==> config.mk <==
export PLATFORM = sky130hd
export DESIGN_NAME = sixteen_by_four_mux
export DESIGN_NICKNAME = d
export VERILOG_FILES = /design/src/rtl/sixteen_by_four_mux.sv
export SDC_FILE = /design/constraint.sdc
export NUM_CORES = 1
export LEC_CHECK = 0
export CORE_AREA = 2 2 39 41
export DETAILED_ROUTE_END_ITERATION = 8
export DIE_AREA = 0 0 41 43
export MAX_ROUTING_LAYER = met4
export PLACE_DENSITY_LB_ADDON = 0.12
export SYNTH_ARGS = -nofsm -noshare
export SYNTH_HDL_FRONTEND = slang
export SYNTH_SLANG_ARGS = --single-unit
==> constraint.sdc <==
create_clock -name clk -period 1.8 [get_ports clk]
set_clock_uncertainty 0.2 [all_clocks]
set_input_delay 0.18 -clock clk [delete_from_list [all_inputs] [get_ports clk]]
set_output_delay 0.18 -clock clk [all_outputs]
set_load 0.02 [all_outputs]
==> src/rtl/sixteen_by_four_mux.sv <==
// 16:1 bit selector built as a two-level tree of 4:1 sub-blocks with a registered output.
// Define SIXTEEN_BY_FOUR_MUX_PIPE_EN to register the leaf stage (latency 2 instead of 1).

module sixteen_by_four_mux_mux4 (
   input  logic [3:0] d,
   input  logic [1:0] sel,
   output logic       y
);
   // A case on sel reads only the selected bit, so unknowns on the other inputs never reach y.
   always_comb begin
      y = 1'b0;
      case (sel)
         2'd0:    y = d[0];
         2'd1:    y = d[1];
         2'd2:    y = d[2];
         2'd3:    y = d[3];
         default: y = 1'b0;
      endcase
   end
endmodule

module sixteen_by_four_mux #(
   parameter logic OUT_RST = 1'b0
) (
   input  logic        clk,
   input  logic        rst,
   input  logic [15:0] data,
   input  logic [3:0]  select,
   input  logic        in_valid,
   output logic        out,
   output logic        out_valid
);
   logic [3:0] leaf_y;
   logic       root_y;
   logic       out_q, out_d;
   logic       out_valid_q, out_valid_d;

   for (genvar k = 0; k < 4; k++) begin : g_leaf
      sixteen_by_four_mux_mux4 u_leaf (
         .d   (data[4*k +: 4]),
         .sel (select[1:0]),
         .y   (leaf_y[k])
      );
   end

`ifdef SIXTEEN_BY_FOUR_MUX_PIPE_EN
   logic [3:0] leaf_q, leaf_d;
   logic [1:0] sel_hi_q, sel_hi_d;
   logic       v1_q, v1_d;

   sixteen_by_four_mux_mux4 u_root (
      .d   (leaf_q),
      .sel (sel_hi_q),
      .y   (root_y)
   );

   always_comb begin
      leaf_d      = leaf_y;
      sel_hi_d    = select[3:2];
      v1_d        = in_valid;
      out_d       = v1_q ? root_y : out_q;
      out_valid_d = v1_q;
   end

   always_ff @(posedge clk) begin
      if (rst) begin
         leaf_q      <= 4'd0;
         sel_hi_q    <= 2'd0;
         v1_q        <= 1'b0;
         out_q       <= OUT_RST;
         out_valid_q <= 1'b0;
      end else begin
         leaf_q      <= leaf_d;
         sel_hi_q    <= sel_hi_d;
         v1_q        <= v1_d;
         out_q       <= out_d;
         out_valid_q <= out_valid_d;
      end
   end
`else
   sixteen_by_four_mux_mux4 u_root (
      .d   (leaf_y),
      .sel (select[3:2]),
      .y   (root_y)
   );

   always_comb begin
      out_d       = in_valid ? root_y : out_q;
      out_valid_d = in_valid;
   end

   always_ff @(posedge clk) begin
      if (rst) begin
         out_q       <= OUT_RST;
         out_valid_q <= 1'b0;
      end else begin
         out_q       <= out_d;
         out_valid_q <= out_valid_d;
      end
   end
`endif

   assign out       = out_q;
   assign out_valid = out_valid_q;
endmodule

-- Yosys cells after proc, flatten, opt, wreduce, memory -nomap -nowiden
Cells that the tools add are included.
- output and inout bits: 2
- register bits: 2
- input port bits: 23
- reduce and logical (&&, ||, !) cells: 2
- equal/unequal tests: 6
- muxes and demuxes: 5
- operators with widths (kind ; count):
    one-hot mux 1 bit (4 select lines) ; 5
    == test 2 bit, second input constant ; 4
    == test 2 x 1 -> 1 bit, second input constant ; 2
    zero test 2 bit ; 2

-- Longest topological paths before layout
- word-level depth: 3
- mapped depth: 5

-- Cells and area by module
A second synthesis with hierarchy kept.
- cell total of the unflattened synthesis: 10
- area total of the unflattened synthesis: 172.7 sq um
- modules (own cells, without submodules) (module ; sequential area each (sq um) ; times used ; area each (sq um) ; cells an instance):
    sixteen_by_four_mux_mux4 ; 0.0 ; 5 ; 22.5 ; 1
    sixteen_by_four_mux ; 40.0 ; 1 ; 60.1 ; 5

-- Worst setup path before layout
No wires, ideal clock.
- path type: in2reg
- from: input select[0]
- to: register out_q, in the netlist out
- buffers on the path: 1
- setup slack: 0.428 ns
- stages on the path: 5
- data arrival time: 1.113 ns
- data required time: 1.542 ns
- cell sequence: buf_6 mux2i_1 mux4_2 a21oi_1 a31o_1
- longest elaborated chain between the ends: 3
- ends and longest elaborated chain (what ; line ; source):
    start: declaration ; 28 ; input logic [3:0] select,
    == test 2 bit (tied with other cells) ; 12 ; case (sel)
    one-hot mux 1 bit (4 select lines) ; 12 ;
    one-hot mux 1 bit (4 select lines) (*) ; 12 ;
    end signal: assignment ; 97 ; out_q <= out_d;
    end: declaration ; 35 ; logic out_q, out_d;
Every way passes the cells marked *; elsewhere a longest branch is shown, timed or not.
A chain may end at the register's enable or synchronous reset.

-- Worst setup path after layout
- from: input select[3]
- to: register out_q, in the netlist out
- longest elaborated chain between the ends: 2
- ends and longest elaborated chain (what ; line):
    == test 2 bit (tied with other cells) ; 12
    one-hot mux 1 bit (4 select lines) (*) ; 12
Marks and branches as above.

==> flow_summary_export.csv <==
group,metric,value,unit
floorplan,dieArea,0.001763,mm^2
route,drc_errors,0,
cells_and_area,seqCellArea,40.04,um^2
sta,period_minus_slack,1.670,ns
placement,gp_congestion,0.6187,
sta,finalSetupViolCount,0,
floorplan,rows,14,
placement,placed_area,518.0,um^2
placement,port_buffers,24,
floorplan,io_pins,25,
clock_network,cts_buffers,3,
clock_network,postCtsSetupBuffers,0,
critical_path,cp-end-kind,"flip-flop",
clock_network,clock-root-buffer,"clkbuf_4",
logic_synthesis,synth.cell_area,224.0,um^2
job,maxCapViolCount,0,
route,drt-total-wl,717,um
sta,rsz0062_at_grt,"no",
hold_path,hp-class,"in -> reg",
critical_path,cp.arrival,1.60,ns
power,ir_drop,0.1454,mV
cells_and_area,syn_to_final_growth,141.3,%
sta,hold_viol_final,0,
floorplan,die_h,43,um
floorplan,core_area,0.001384,mm^2
clock_network,holdBufCountCts,0,
cells_and_area,multi_input_area,172.7,um^2
logic_synthesis,synth_cell_types,11,
power,p_per_area,481.9,mW/mm^2
logic_synthesis,synth_area_leader_cell,"mux4_2",
logic_synthesis,synth_nets,46,
critical_path,crit_fanout,2,
global_route,grt_use_total,10.38,%
global_route,grt_pass1_wl,1.173,mm
cells_and_area,nFillCells,141,
cells_and_area,nets,80,
cells_and_area,drive_gt1_share,21.82,%
route,firstDrtPassIters,2,
global_route,overflow,0,
route,viasPerCell,4.225,
clock_network,cts.htree.levels,1,
route,ant_nets,0,
cells_and_area,n_antenna_cell,0,
clock_network,cts_tree,"done",
sta,hold_ws,0.3576,ns
clock_network,clk_pin_slew,0.04,ns
clock_network,cts_resized,0,
global_route,grt_start_max_net_pins,9,
floorplan,start_util,16.18,%
cells_and_area,final_common_cell,"clkdlybuf4s50_1",
clock_network,clock_latency,0.24,ns
run_status,outcome,"complete, no violations",
logic_synthesis,synth-seq-cells,2,
logic_synthesis,yosysTopAreaCellShare,30.17,%
critical_path,cp-start-kind,"input pin",
cells_and_area,fin_area,540.5,um^2
logic_synthesis,synth_warnings,0,
power,report.power.total,0.2605,mW
logic_synthesis,yosysSeqAreaShare,17.88,%
sta,fin_crit_sh,92.77,%
route,drt_iter0_markers,1,
power,p_leak,0.2192,nW
critical_path,path_class,"in -> reg",
floorplan,die_w,41,um
sta,clock.fmax,0.5989,GHz
sta,relSlewSlack,85.83,%
logic_synthesis,synthTopCellsByArea,"mux4_2 (30%), dfxtp_1 (18%), mux2i_1 (18%), nand2_1 (8.4%), nor2b_1 (5.6%)",
global_route,antenna_found_initial,0,
logic_synthesis,synth.avg_cell_area,9.738,um^2
route,routedWlPerCell,10.10,um
logic_synthesis,postSynthCellCount,23,
cells_and_area,final_cell_mix,"clkdlybuf4s50_1 (24), buf_4 (6), nand2_1 (5)",
clock_network,clock-sinks,2,
global_route,first_global_vias,317,
critical_path,crit_required,1.73,ns
sta,final-max-slew-violation-count,0,
clock_network,clock_path_buffers,2,
route,vias,300,
placement,dpl.hpwl,622.9,um
sta,worst_pin_slew,0.2119,ns
cell type report:
class | instances | area share [%]
repair buffers | 30 | 52.78
multi-input cells | 20 | 31.94
flip-flops and latches | 2 | 7.407
clock buffers | 3 | 4.167
well taps | 16 | 3.704
final timing paths:
| kind | start | to | slack (ns) | depth (start not counted) |
|---|---|---|---|---|
| worst max-delay path | select[3] | out | 0.13 | 5 |
| worst min-delay path | rst | out_valid | 0.36 | 2 |
| worst max register to register | out | out | 0.88 | 2 |
| worst min register to register | out | out | 0.46 | 2 |
worst max-delay path, cell delays in order:
cell	delay [ns]
clkdlybuf4s50_1	0.50
mux4_2	0.50
nor3_1	0.15
a21oi_1	0.06
a31o_1	0.21
through the flow:
stage	std cells	TNS [ns]	worst slack, ns	utilization [%]
final	71	0	0.1302	39.06
after global routing	71	0	0.01501	39.06
after CTS	71	0	0.1212	39.06
after detailed placement	68	-0.1303	-0.1303	37.43
after global placement	68	-0.09076	-0.09076	37.43
after floorplan	23	0	0.4282	-
flip-flops by register name, indices dropped and copies added, names as in the netlist:
| register | count |
|---|---|
| out | 1 |
| out_valid | 1 |
metal layers:
metal | track usage [%] | share of wire (%)
met1 | 8.974 | 28
met3 | 1.571 | 8.4
met2 | 18.13 | 61
met5 | - | 0
met4 | 8.000 | 2.2
power breakdown:
group / switching [mW] / internal, mW / leakage (nW)
Clock: 0.0333 / 0.0741 / 0.0138
Combinational: 0.0286 / 0.0755 / 0.189
Sequential: 0.00110 / 0.0478 / 0.0166
Total: 0.0630 / 0.197 / 0.219
kinds of logic (layout without fill, tap and decap cells):
family / after synthesis / in the layout / share of synthesized area, %
flip-flops: 2 / 2 / 17.88
buffers and inverters: 1 / 33 / 5.028
multiplexers: 7 / 7 / 48.04
AND/OR/NAND/NOR: 11 / 11 / 22.91
AO/OA/AOI/OAI: 2 / 2 / 6.144
synthesized netlist by cell type:
cell,count
buf_6,1
a31o_1,1
mux2i_1,4
nor3b_1,1
dfxtp_1,2
nand2_1,5
nor2_1,2
nor2b_1,2
a21oi_1,1
mux4_2,3
nor3_1,1
Note: power is estimated with default switching activity, not from simulation.
